==> src/rtl/control_pipe.sv <==
// control_pipe
//   Pipelined main control unit for the MIPS datapath. The opcode in ID is
//   decoded into EX/M/WB control bundles. Each bundle then travels through the
//   ID/EX, EX/MEM and MEM/WB control registers, so it stays aligned with its
//   instruction. Stalls and flushes insert bubbles. Unknown opcodes are flagged
//   and counted.
//
// Parameters
//   ALUOP_W  ALUOp width. Must be >= 2, and >= 3 when EXT_OPS=1. The 3-bit
//            ALUOp code is resized to this width.
//   EXT_OPS  1 enables decoding of andi/ori/slti.
//   CNT_W    width of the saturating illegal-opcode counter.
//
// Ports
//   clk, rst_n     clock (rising edge), asynchronous active-low reset
//   op             opcode of the instruction in ID
//   id_valid       ID holds a real instruction
//   stall          load-use hazard: ID/EX loads a bubble
//   flush          taken branch: ID/EX and EX/MEM load bubbles
//   clr_cnt        synchronous clear of illegal_cnt (wins over an increment)
//   ex_ctl         ID/EX   {RegDst, ALUOp, ALUSrc}
//   m_ctl          EX/MEM  {Branch, MemRead, MemWrite}
//   wb_ctl         MEM/WB  {RegWrite, MemtoReg}
//   memread_ex     MemRead held in ID/EX (hazard unit)
//   regwrite_mem   RegWrite held in EX/MEM (forwarding)
//   illegal_op     registered with ID/EX: the decoded opcode was unknown
//   illegal_cnt    saturating count of illegal opcodes loaded into ID/EX
module control_pipe #(
  parameter int ALUOP_W = 2,
  parameter int EXT_OPS = 0,
  parameter int CNT_W   = 8
) (
  input  logic                 clk,
  input  logic                 rst_n,
  input  logic [5:0]           op,
  input  logic                 id_valid,
  input  logic                 stall,
  input  logic                 flush,
  input  logic                 clr_cnt,
  output logic [ALUOP_W+1:0]   ex_ctl,
  output logic [2:0]           m_ctl,
  output logic [1:0]           wb_ctl,
  output logic                 memread_ex,
  output logic                 regwrite_mem,
  output logic                 illegal_op,
  output logic [CNT_W-1:0]     illegal_cnt
);

  logic       reg_dst, alu_src, branch, mem_read, mem_write, reg_write, mem_to_reg;
  logic [2:0] aluop3;
  logic       illegal;

  always_comb begin
    reg_dst    = 1'b0;
    aluop3     = 3'b000;
    alu_src    = 1'b0;
    branch     = 1'b0;
    mem_read   = 1'b0;
    mem_write  = 1'b0;
    reg_write  = 1'b0;
    mem_to_reg = 1'b0;
    illegal    = 1'b0;
    case (op)
      6'b000000: begin reg_dst = 1'b1; aluop3 = 3'b010; reg_write = 1'b1; end
      6'b100011: begin
        alu_src = 1'b1; mem_read = 1'b1; reg_write = 1'b1; mem_to_reg = 1'b1;
      end
      6'b101011: begin alu_src = 1'b1; mem_write = 1'b1; end
      6'b000100: begin aluop3 = 3'b001; branch = 1'b1; end
      6'b001000: begin alu_src = 1'b1; reg_write = 1'b1; end
      6'b001100: begin
        if (EXT_OPS != 0) begin aluop3 = 3'b011; alu_src = 1'b1; reg_write = 1'b1; end
        else illegal = 1'b1;
      end
      6'b001101: begin
        if (EXT_OPS != 0) begin aluop3 = 3'b100; alu_src = 1'b1; reg_write = 1'b1; end
        else illegal = 1'b1;
      end
      6'b001010: begin
        if (EXT_OPS != 0) begin aluop3 = 3'b101; alu_src = 1'b1; reg_write = 1'b1; end
        else illegal = 1'b1;
      end
      default: illegal = 1'b1;
    endcase
  end

  // A bubble wins over the decoded bundle; illegal_op is cleared with it so a
  // stalled or flushed illegal opcode is counted only once, when it finally loads.
  logic bubble_id;
  logic ill_load;
  assign bubble_id = !id_valid || stall || flush;
  assign ill_load  = !bubble_id && illegal;

  logic [2:0] idex_m;
  logic [1:0] idex_wb;
  logic [1:0] exmem_wb;

  always_ff @(posedge clk or negedge rst_n) begin
    if (!rst_n) begin
      ex_ctl     <= '0;
      idex_m     <= '0;
      idex_wb    <= '0;
      illegal_op <= 1'b0;
    end else if (bubble_id) begin
      ex_ctl     <= '0;
      idex_m     <= '0;
      idex_wb    <= '0;
      illegal_op <= 1'b0;
    end else begin
      ex_ctl     <= {reg_dst, ALUOP_W'(aluop3), alu_src};
      idex_m     <= {branch, mem_read, mem_write};
      idex_wb    <= {reg_write, mem_to_reg};
      illegal_op <= illegal;
    end
  end

  always_ff @(posedge clk or negedge rst_n) begin
    if (!rst_n) begin
      m_ctl    <= '0;
      exmem_wb <= '0;
    end else if (flush) begin
      m_ctl    <= '0;
      exmem_wb <= '0;
    end else begin
      m_ctl    <= idex_m;
      exmem_wb <= idex_wb;
    end
  end

  // MEM/WB is never flushed: the instruction ahead of a taken branch retires.
  always_ff @(posedge clk or negedge rst_n) begin
    if (!rst_n) wb_ctl <= '0;
    else        wb_ctl <= exmem_wb;
  end

  always_ff @(posedge clk or negedge rst_n) begin
    if (!rst_n)                               illegal_cnt <= '0;
    else if (clr_cnt)                         illegal_cnt <= '0;
    else if (ill_load && (illegal_cnt != '1)) illegal_cnt <= illegal_cnt + 1'b1;
  end

  assign memread_ex   = idex_m[1];
  assign regwrite_mem = exmem_wb[1];

endmodule

==> config.mk <==
export PLATFORM = sky130hd
export DESIGN_NAME = control_pipe
export DESIGN_NICKNAME = d
export VERILOG_FILES = /design/src/rtl/control_pipe.sv
export SDC_FILE = /design/constraint.sdc
export NUM_CORES = 1
export LEC_CHECK = 0
export CORE_UTILIZATION = 40
export CTS_CLUSTER_SIZE = 25
export DETAILED_ROUTE_END_ITERATION = 12
export GPL_ROUTABILITY_DRIVEN = 0
export PLACE_DENSITY = 0.71
export SLEW_MARGIN = 20
export SYNTH_ARGS = -nofsm -noshare
export SYNTH_HDL_FRONTEND = slang
export SYNTH_SLANG_ARGS = --single-unit
==> constraint.sdc <==
create_clock -name clk -period 1.6 [get_ports clk]
set_input_delay 0.32 -clock clk [delete_from_list [all_inputs] [get_ports clk]]
set_output_delay 0.32 -clock clk [all_outputs]
set_load 0.02 [all_outputs]
==> summary.txt, run 1 <==
Synth
  • Synth top area share: 56.0%
  • Post-Synth Adder-Cell Area: 1.27%
  • Ys Warns: 0
  • Synth Net Count: 102
  • Largest area contributor in the netlist: dfrtp_1
  • Ranking of synthesized cells by area: dfrtp_1, a21oi_1, or4_1
  • Number of synthesized register bits: 22
  • Post-synth top flop: dfrtp_1
  • Post-synthesis sequential area ratio: 56.0%
  • Synth Area in Simple Gates: 26.0%
  • Mapped Area: 983 µm²
  • Complex-gate fraction of the synthesized area: 11.1%
  • Synth cell count leaders: dfrtp_1, a21oi_1, nor3_1
  • Post-synthesis mux area share: 1.15%
  • Synth unique cells: 26
  • Post-synth EDFFs: 0
  • Largest family of logic cells by synthesized area: simple AND/OR/NAND/NOR gates
  • Synth Area in XOR/XNOR: 0%
  • Syn Area/Cell: 11.0 µm²
  • Async set-reset flop share out of synthesis: 100%
  • Mapped Cells: 89
  • Most instantiated library cell after synthesis: dfrtp_1

Hold path
  • Hold Path End: idex_wb[0]$_DFF_PN0_
  • WHS Path Cells: 3
  • Hold Path Origin: op[5]
  • Hold Crit Class: in2reg

Clock network
  • CTS H-tree depth: 1
  • CTS tree: yes
  • Skew-Pair Late Insertion Delay: 330 ps
  • Max clock buf depth: 2
  • CTS sink cnt: 22
  • CTS root buf: clkbuf_4
  • CTS clk-pin slew, worst paths: 140 ps
  • # hold bufs at CTS: 0
  • CTS buffer count: 3

Run status
  • Violated checks: setup timing
  • Status: finished with violations

Timing
  • Final Setup Violations: 6
  • Max-slew headroom: 80.6%
  • Fin Clk Skew: 7.51 ps
  • Slew at the pin closest to its max-slew limit: 289 ps
  • Fin crit period: 1680 ps
  • Peak Freq: 594 MHz
  • Final Cycle Share: 105%
  • Final hold violation count: 0
  • Final Max Tran Viols: 0
  • Fin Setup TNS: -297 ps
  • RSZ-0062 raised after global routing: yes
  • Final worst setup slack: -82.2 ps

Routing
  • DRT antenna net count: 0
  • Drt first pass iters: 6
  • Total number of vias: 1005
  • Post-Route WL: 3.09 mm
  • Drt wl/cell: 17.3 µm
  • # DRC: 0
  • Via density: 5.61
  • First DRT Iteration DRCs: 18

Critical path
  • R2r setup slk: -70 ps
  • CP endpoint kind: flop
  • Setup crit start: flush
  • CP max stage cell: or4_4
  • CP bufs+invs: 2
  • R2r startpoint: illegal_cnt[0]$_DFFE_PN0P_
  • Most Frequent Cell on Critical Path: buf_6
  • Kind of critical path: in2reg
  • WP data required: 1860 ps
  • CP cell instances: buf_6 -> or3b_4 -> a221o_2 -> buf_6 -> or4_4 -> a21oi_2
  • CP arrival: 1950 ps
  • Max incr delay on CP: 470 ps
  • CP startpoint kind: input port
  • Critical path fanouts, max: 4
  • Reg-to-Reg End: illegal_cnt[3]$_DFFE_PN0P_
  • Cell family with most CP delay: simple AND/OR/NAND/NOR gates
  • Worst R2R Path Depth: 8

Power and ir drop
  • Power Density: 664 nW/µm²
  • Leakage: 0.000946 µW
  • Total power: 1140 µW
  • Max IR drop VDD: 681 µV

Placement
  • PortBufs: 31
  • DP HPWL: 1.66 mm
  • Placed cell area: 1440 µm²
  • Inst Count DP: 162
  • Pre-CTS setup slack: -764 ps

Global routing
  • Initial antenna violation count: 0
  • Pin count of the biggest net entering global routing: 23
  • Grt ovf: 0
  • Vias in the first global route: 973
  • Global-route wire length before repair: 4.66 mm
  • GRT Resource Usage Total: 25.0%

Floorplanning
  • I/O pin count: 32
  • Starting Density: 43.6%
  • Core Box Area: 2250 µm²
  • # rows: 17
  • Die area: 2660 µm²
  • Die H: 51.6 µm
  • Width of the die: 51.6 µm

Cells and area
  • Filler cells: 143
  • Antenna diodes: 0
  • P&R area growth vs syn: 74.6%
  • # nets final: 165
  • Layout cell share with drive strength beyond 1: 47.7%
  • Fin area: 1720 µm²
  • Non-Filler Instances: 179

Run
  • Max Cap Viol: 0
[per-layer routing]
| layer | wire, µm | GRT usage [%] |
|---|---|---|
| met5 | 0 | 0 |
| met4 | 115 | 14.4 |
| met3 | 152 | 3.22 |
| met2 | 1660 | 44.8 |
| met1 | 1160 | 28.3 |
[what timing repair did]
item / in CTS / in global routing
pin swaps: 10 / 12
cloned: 2 / 0
resized for setup: 44 / 30
buffers inserted: 9 / 2
setup endpoints to repair: 24 / 15
[state kept, by name, summed over array words and instances, names as in the netlist]
| register | cells |
|---|---|
| idex_wb | 2 |
| ex_ctl | 3 |
| m_ctl | 2 |
| idex_m | 2 |
| illegal_cnt | 8 |
| illegal_op | 1 |
| exmem_wb | 2 |
| wb_ctl | 2 |
[worst max-delay path by stage]
stage / to / slack [ps] / depth (start not counted)
floorplan: illegal_cnt[6]$_DFFE_PN0P_ / -140 / 5
global placement: illegal_cnt[2]$_DFFE_PN0P_ / -710 / 5
detailed placement: illegal_cnt[2]$_DFFE_PN0P_ / -760 / 5
CTS: illegal_cnt[6]$_DFFE_PN0P_ / -80 / 6
global route: illegal_cnt[3]$_DFFE_PN0P_ / -140 / 8
finish: illegal_cnt[5]$_DFFE_PN0P_ / -80 / 6
[worst reg2reg max path: cells and delay by family (launching register included)]
| family | cells | cell delay (ps) |
|---|---|---|
| buf+inv | 3 | 450 |
| fa+ha+maj | 1 | 160 |
| simple gates | 2 | 130 |
| compound gates | 2 | 390 |
| flops | 1 | 440 |
[cell type report]
class	count	area, µm²	share of cell area (%)
multi-input cells	61	524	30.5
clock inverters	1	30.0	1.75
flip-flops and latches	22	553	32.2
repair buffers	61	541	31.5
clock buffers	3	22.5	1.31
inverters	3	11.3	0.656
well taps	28	35.0	2.04
[power breakdown]
part	total [µW]	internal, µW	switching (µW)
clock	447	254	193
sequential	561	559	1.75
combinational	132	65.5	66.3
[kinds of logic after synthesis]
logic type	after synthesis
multiplexers	1
adder cells (fa/ha/maj)	1
buffers and inverters	7
flip-flops	22
AO/OA/AOI/OAI	18
AND/OR/NAND/NOR	40
[cells in the final DEF (no fill, tap or decap), types with 2 or more instances in the layout]
cell / n
nor3_2: 2
o31ai_2: 3
buf_4: 23
clkbuf_4: 3
o21ai_0: 2
and2b_2: 4
dfrtp_2: 2
buf_2: 3
nand2_1: 3
dfrtp_1: 20
or4_4: 4
nor2_1: 5
a21oi_2: 7
nor3_1: 4
clkdlybuf4s15_1: 3
inv_1: 2
nand3_1: 6
clkdlybuf4s50_1: 2
a21oi_1: 3
buf_6: 7
dlymetal6s2s_1: 7
dlygate4sd2_1: 15
[per-stage QoR]
step / utilization [%] / hold slack, ps
global route: 76.1 / 277
global placement: 63.8 / 357
floorplan: - / 24.4
detailed placement: 63.8 / 369
finish: 76.1 / 286
CTS: 70.7 / 352
Note: power is estimated with default switching activity, not from simulation.
==> run 2: changes to the inputs <==
--- a/config.mk
+++ b/config.mk
@@ -5,11 +5,12 @@
 export SDC_FILE = /design/constraint.sdc
 export NUM_CORES = 1
 export LEC_CHECK = 0
-export CORE_UTILIZATION = 40
+export CORE_UTILIZATION = 42
+export CTS_BUF_LIST = sky130_fd_sc_hd__clkbuf_8
 export CTS_CLUSTER_SIZE = 25
 export DETAILED_ROUTE_END_ITERATION = 12
 export GPL_ROUTABILITY_DRIVEN = 0
-export PLACE_DENSITY = 0.71
+export PLACE_DENSITY = 0.74
 export SLEW_MARGIN = 20
 export SYNTH_ARGS = -nofsm -noshare
 export SYNTH_HDL_FRONTEND = slang
==> summary.txt, run 2 (synthesis gave the netlist of run 1 again) <==
Placement
  • DP HPWL: 1.66 mm (about the same)
  • PortBufs: 31 (unchanged)
  • Pre-CTS setup slack: -799 ps (-34.3 ps)
  • Placed cell area: 1440 µm² (unchanged)

Floorplanning
  • Die H: 50.4 µm (-2.3%)
  • Width of the die: 50.4 µm (-2.3%)
  • Core Box Area: 2210 µm² (-1.9%)
  • I/O pin count: 32 (unchanged)
  • Starting Density: 44.5% (+0.84 points)
  • # rows: 17 (unchanged)
  • Die area: 2540 µm² (-4.6%)

Critical path
  • Critical path fanouts, max: 7 (+3)
  • CP bufs+invs: 1 (-1)
  • Max incr delay on CP: 520 ps (+50 ps)
  • CP startpoint kind: input port
  • R2r setup slk: -10 ps (+60 ps)
  • WP data required: 1740 ps (-120 ps)
  • Stages on worst setup path: 5 (-1)
  • Cell family with most CP delay: compound AO/OA/AOI/OAI gates
  • CP arrival: 1860 ps (-90 ps)
  • CP max stage cell: o41ai_1
  • Worst R2R Path Depth: 5 (-3)
  • CP cell instances: buf_8 -> or3b_4 -> a221o_2 -> o41ai_1 -> a21oi_1
  • Kind of critical path: in2reg
  • CP endpoint kind: flop

Cells and area
  • Most frequent cells in the layout: dfrtp_1, buf_4, clkdlybuf4s50_1
  • Layout cell share with drive strength beyond 1: 38.5% (-9.2 points)
  • Area occupied by multi-input gates: 450 µm² (-14%)
  • # nets final: 157 (-4.8%)
  • P&R area growth vs syn: 61.1%
  • Max reg flops: 8 (unchanged)
  • Commonest non-fill, non-tap cell in the layout: dfrtp_1
  • Storage cell area: 553 µm² (unchanged)
  • Fin area: 1580 µm² (-7.7%)
  • Register name with the most flops: illegal_cnt
  • Antenna diodes: 0 (unchanged)
  • Largest registers: illegal_cnt: 8 flops, ex_ctl: 3 flops
  • Filler cells: 165 (+15%)

Clock network
  • CTS root buf: clkbuf_8
  • CTS clk-pin slew, worst paths: 80 ps (-60 ps)
  • CTS sink cnt: 22 (unchanged)
  • Skew-Pair Late Insertion Delay: 260 ps (-70 ps)
  • CTS H-tree depth: 1 (unchanged)
  • Max clock buf depth: 2 (unchanged)
  • CTS tree: yes
  • # hold bufs at CTS: 0 (unchanged)
  • CTS buffer count: 3 (unchanged)

Power and ir drop
  • Power Density: 753 nW/µm² (+13%)
  • Leakage: 0.000739 µW (-22%)
  • Total power: 1190 µW (+4.6%)
  • Max IR drop VDD: 436 µV (-36%)

Global routing
  • GRT Resource Usage Total: 21.4% (-3.6 points)
  • Pin count of the biggest net entering global routing: 23 (unchanged)
  • Vias in the first global route: 859 (-12%)
  • Initial antenna violation count: 0 (unchanged)
  • Grt ovf: 0 (unchanged)
  • Global-route wire length before repair: 4.00 mm (-14%)

Timing
  • Final Max Tran Viols: 0 (unchanged)
  • Slew at the pin closest to its max-slew limit: 464 ps (+175 ps)
  • Final Setup Violations: 6 (unchanged)
  • Peak Freq: 582 MHz (-2.1%)
  • Final Cycle Share: 107% (+2.3 points)
  • Fin crit period: 1720 ps (+37.0 ps)
  • RSZ-0062 raised after global routing: yes
  • Max-slew headroom: 68.7% (-12 points)
  • Final hold violation count: 0 (unchanged)
  • Final worst setup slack: -119 ps (-37.0 ps)
  • Fin Clk Skew: 3.58 ps (-3.93 ps)

Routing
  • Via density: 5.63 (+0.20%)
  • Total number of vias: 962 (-4.3%)
  • DRT antenna net count: 0 (unchanged)
  • # DRC: 0 (unchanged)
  • Drt first pass iters: 5 (-1)
  • Drt wl/cell: 15.7 µm (-9.2%)
  • Post-Route WL: 2.68 mm (-13%)
  • First DRT Iteration DRCs: 46 (+28)

Hold path
  • Hold Crit Class: in2reg
  • WHS Path Cells: 2 (-1)

Run status
  • Violated checks: setup timing
  • Status: finished with violations

Run
  • Max Cap Viol: 0 (unchanged)
==> run 2: power breakdown <==
part           switching, µW  internal, µW
Sequential              1.35           559
Combinational           58.3          54.1
Clock                    186           334
Total                    245           947
==> run 2: per-stage QoR <==
step / hold WS (ps) / utilization [%] / instances / setup TNS [ps]
final: 370 / 71.6 / 171 / -241
after global routing: 367 / 71.6 / 171 / -528
after CTS: 367 / 69.4 / 169 / -134
after detailed placement: 366 / 65.0 / 162 / -7920
after global placement: 362 / 65.0 / 162 / -7020
after floorplan: 24.4 / - / 89 / -375
==> run 2: per-layer routing <==
metal,routed length (µm),track usage (%)
met5,0,0
met3,109,0.909
met2,1450,37.8
met1,1070,27.6
met4,48,8.33
==> run 2: path summary, 6_finish.rpt <==
| path | from | end |
|---|---|---|
| setup / recovery | flush | illegal_cnt[7]$_DFFE_PN0P_ |
| hold / removal | flush | m_ctl[0]$_DFF_PN0_ |
| setup reg to reg | illegal_cnt[2]$_DFFE_PN0P_ | illegal_cnt[7]$_DFFE_PN0P_ |
| hold reg to reg | exmem_wb[0]$_DFF_PN0_ | wb_ctl[0]$_DFF_PN0_ |
| max in group asynchronous | rst_n | illegal_cnt[1]$_DFFE_PN0P_ |
| min in group asynchronous | rst_n | illegal_cnt[3]$_DFFE_PN0P_ |
==> run 2: worst register-to-register path, delay by kind of cell, from the launching register on <==
kind,cells,cell delay [ps]
and+or+nand+nor,2,340
buffers and inverters,1,140
DFF,1,370
AOI/OAI and AO/OA,2,630
==> run 2: cell type report <==
type | count | share of cell area, %
Clock inverter | 1 | 1.90
Multi-Input combinational cell | 61 | 28.4
Inverter | 3 | 0.711
Clock buffer | 3 | 2.61
Timing Repair Buffer | 53 | 29.2
Tap cell | 28 | 2.21
Sequential cell | 22 | 34.9
==> run 2: timing repair <==
| item | in CTS | in global routing |
|---|---|---|
| setup buffers | 2 | 2 |
| resized for setup | 34 | 12 |
| pin swaps | 4 | 3 |
| endpoints found under the setup margin | 21 | 9 |
| gates cloned | 1 | 0 |
==> run 3: changes to the inputs <==
--- a/config.mk
+++ b/config.mk
@@ -10,6 +10,7 @@
 export CTS_CLUSTER_SIZE = 25
 export DETAILED_ROUTE_END_ITERATION = 12
 export GPL_ROUTABILITY_DRIVEN = 0
+export GPL_TIMING_DRIVEN = 1
 export PLACE_DENSITY = 0.74
 export SLEW_MARGIN = 20
 export SYNTH_ARGS = -nofsm -noshare
==> constraint.sdc (replaced) <==
create_clock -name clk -period 1.4 [get_ports clk]
set_input_delay 0.28 -clock clk [delete_from_list [all_inputs] [get_ports clk]]
set_output_delay 0.28 -clock clk [all_outputs]
set_load 0.02 [all_outputs]
==> summary.txt, run 3 (synthesis gave the netlist of run 1 again) <==
Routing
  • Post-Route WL: 3.14 mm (+17%)
  • DRT antenna net count: 0 (unchanged)
  • Total number of vias: 985 (+2.4%)
  • Via density: 5.41 (-3.8%)
  • Drt wl/cell: 17.3 µm (+10%)
  • Drt first pass iters: 8 (+3)
  • # DRC: 2 (+2)
  • First DRT Iteration DRCs: 36 (-22%)

Critical path
  • Kind of critical path: in2reg
  • Max incr delay on CP: 430 ps (-90 ps)
  • CP cell instances: buf_6 -> or3b_4 -> a221o_1 -> buf_12 -> buf_6 -> or4_4 -> a21oi_2
  • R2r setup slk: -280 ps (-270 ps)
  • CP startpoint kind: input port
  • CP arrival: 2040 ps (+180 ps)
  • Setup crit start: flush
  • CP endpoint kind: flop
  • R2r startpoint: illegal_cnt[0]$_DFFE_PN0P_
  • WP data required: 1580 ps (-160 ps)
  • CP max stage cell: or4_4
  • Most Frequent Cell on Critical Path: buf_6
  • Worst R2R Path Depth: 6 (+1)
  • Crit path capture: illegal_cnt[5]$_DFFE_PN0P_
  • Critical path fanouts, max: 5 (-2)
  • Reg-to-Reg End: illegal_cnt[5]$_DFFE_PN0P_

Timing
  • Final Setup Violations: 8 (+2)
  • Final worst setup slack: -456 ps (-337 ps)
  • RSZ-0062 raised after global routing: yes
  • Fin crit period: 1860 ps
  • Final hold violation count: 0 (unchanged)
  • Final Max Tran Viols: 0 (unchanged)
  • Final Cycle Share: 133%
  • Max-slew headroom: 81.0% (+12 points)
  • Peak Freq: 539 MHz
  • Slew at the pin closest to its max-slew limit: 282 ps (-182 ps)
  • Fin Clk Skew: 1.58 ps (-2.00 ps)

Clock network
  • CTS H-tree depth: 1 (unchanged)
  • CTS clk-pin slew, worst paths: 90 ps (about the same)
  • # hold bufs at CTS: 0 (unchanged)
  • CTS root buf: clkbuf_8
  • CTS tree: yes
  • Skew-Pair Late Insertion Delay: 260 ps (about the same)
  • Max clock buf depth: 2 (unchanged)
  • CTS buffer count: 3 (unchanged)
  • CTS sink cnt: 22 (unchanged)

Floorplanning
  • Die area: 2540 µm² (unchanged)
  • Core Box Area: 2210 µm² (unchanged)
  • Starting Density: 44.5% (unchanged)
  • I/O pin count: 32 (unchanged)
  • Die H: 50.4 µm (unchanged)
  • Width of the die: 50.4 µm (unchanged)
  • # rows: 17 (unchanged)

Run status
  • Status: finished with violations
  • Violated checks: DRC, setup timing

Placement
  • Placed cell area: 1510 µm² (+5.3%)
  • DP HPWL: 1.62 mm (-2.3%)
  • Inst Count DP: 169 (+4.3%)
  • PortBufs: 31 (unchanged)

Power and ir drop
  • Psw: 295 µW (+20%)
  • Max IR drop VDD: 808 µV (+85%)
  • Switching share of power: 21.3% (+0.75 points)
  • Power Internal: 1090 µW (+15%)
  • Clk pwr share: 43.5% (about the same)
  • Part of the power in registers: 46.3% (-0.7 points)
  • Power Density: 803 nW/µm² (+6.7%)
  • Combinational group share of total power: 10.2% (+0.8 points)
  • Leakage: 0.000846 µW (+15%)

Cells and area
  • Register name with the most flops: illegal_cnt
  • Fin area: 1720 µm² (+8.8%)
  • Largest registers: illegal_cnt: 8 flops, ex_ctl: 3 flops
  • # nets final: 168 (+7.0%)
  • Layout cell share with drive strength beyond 1: 48.7% (+10 points)
  • Non-Filler Instances: 182 (+6.4%)
  • Filler cells: 148 (-10%)
  • Commonest non-fill, non-tap cell in the layout: buf_4
  • P&R area growth vs syn: 75.2%
  • Max reg flops: 8 (unchanged)
  • Antenna diodes: 0 (unchanged)
  • Core Util, Final: 77.9% (+6.3 points)
  • Most frequent cells in the layout: buf_4, dfrtp_1, dlygate4sd2_1

Hold path
  • Hold Crit Class: in2async

Global routing
  • Vias in the first global route: 959 (+12%)
  • Pin count of the biggest net entering global routing: 23 (unchanged)
  • GRT Resource Usage Total: 24.7% (+3.3 points)
  • Global-route wire length before repair: 4.58 mm (+14%)
  • Initial antenna violation count: 0 (unchanged)
  • Grt ovf: 0 (unchanged)

Run
  • Max Cap Viol: 0 (unchanged)
-- run 3: changes by cell type in the layout (fill, tap and decap cells not counted), sizes merged --
cell / delta
buf: +15
clkdlybuf4s50: -12
dlygate4sd2: +7
dlymetal6s2s: -1
clkdlybuf4s15: +3
a221o: -1
-- run 3: power groups by stage --
stage	Clock [µW]	Sequential (µW)	Combinational, µW
floorplan	0	660	31.6
global placement	0	654	118
detailed placement	0	654	123
CTS	599	641	128
global route	623	641	150
finish	602	641	141
-- run 3: stage by stage --
stage          TNS (ps)  worst slack (ps)  hold slack (ps)  total power [µW]
2_1_floorplan     -1570              -299            -15.6               691
3_3_place_gp      -9170              -879              359               772
3_5_place_dp      -9800              -912              366               776
4_1_cts           -1950              -381              369              1370
5_1_grt           -2710              -465              386              1410
6_report          -2530              -456              349              1380
-- run 3: layout make-up --
class                           instances  area [µm²]  area share [%]
Sequential cell                        22         554            32.2
Timing Repair Buffer                   65         546            31.7
Multi-Input combinational cell         60         505            29.3
Clock buffer                            3        41.3            2.40
Tap cell                               28        35.0            2.03
Clock inverter                          1        30.0            1.74
Inverter                                3        11.3           0.654
-- run 3: routing by layer --
| metal | share of wire, % | track usage [%] | vias up |
|---|---|---|---|
| li1 | - | - | 457 |
| met1 | 43 | 30.8 | 479 |
| met2 | 50 | 41.1 | 43 |
| met3 | 4.5 | 3.64 | 6 |
| met4 | 2.2 | 13.4 | 0 |
| met5 | 0 | 0 | - |
-- run 3: repair_timing --
item / in CTS / in global routing
pin swaps: 8 / 4
endpoints found under the setup margin: 34 / 17
gates resized for setup: 57 / 21
setup buffers: 5 / 4
-- run 3: worst max-delay path, delay by kind of cell --
kind,cells,cell delay [ps]
AND/OR/NAND/NOR,2,820
AO/OA/AOI/OAI,2,550
buffers and inverters,3,380
-- run 3: worst min path at each step --
stage	end	start	slack, ps	cells past startpoint
2_1_floorplan	ex_ctl[0]$_DFF_PN0_	rst_n	-20	0
3_3_place_gp	wb_ctl[0]$_DFF_PN0_	exmem_wb[0]$_DFF_PN0_	360	0
3_5_place_dp	wb_ctl[1]$_DFF_PN0_	exmem_wb[1]$_DFF_PN0_	370	0
4_1_cts	illegal_cnt[5]$_DFFE_PN0P_	rst_n	370	2
5_1_grt	illegal_op$_DFF_PN0_	rst_n	390	2
6_report	illegal_op$_DFF_PN0_	rst_n	350	2
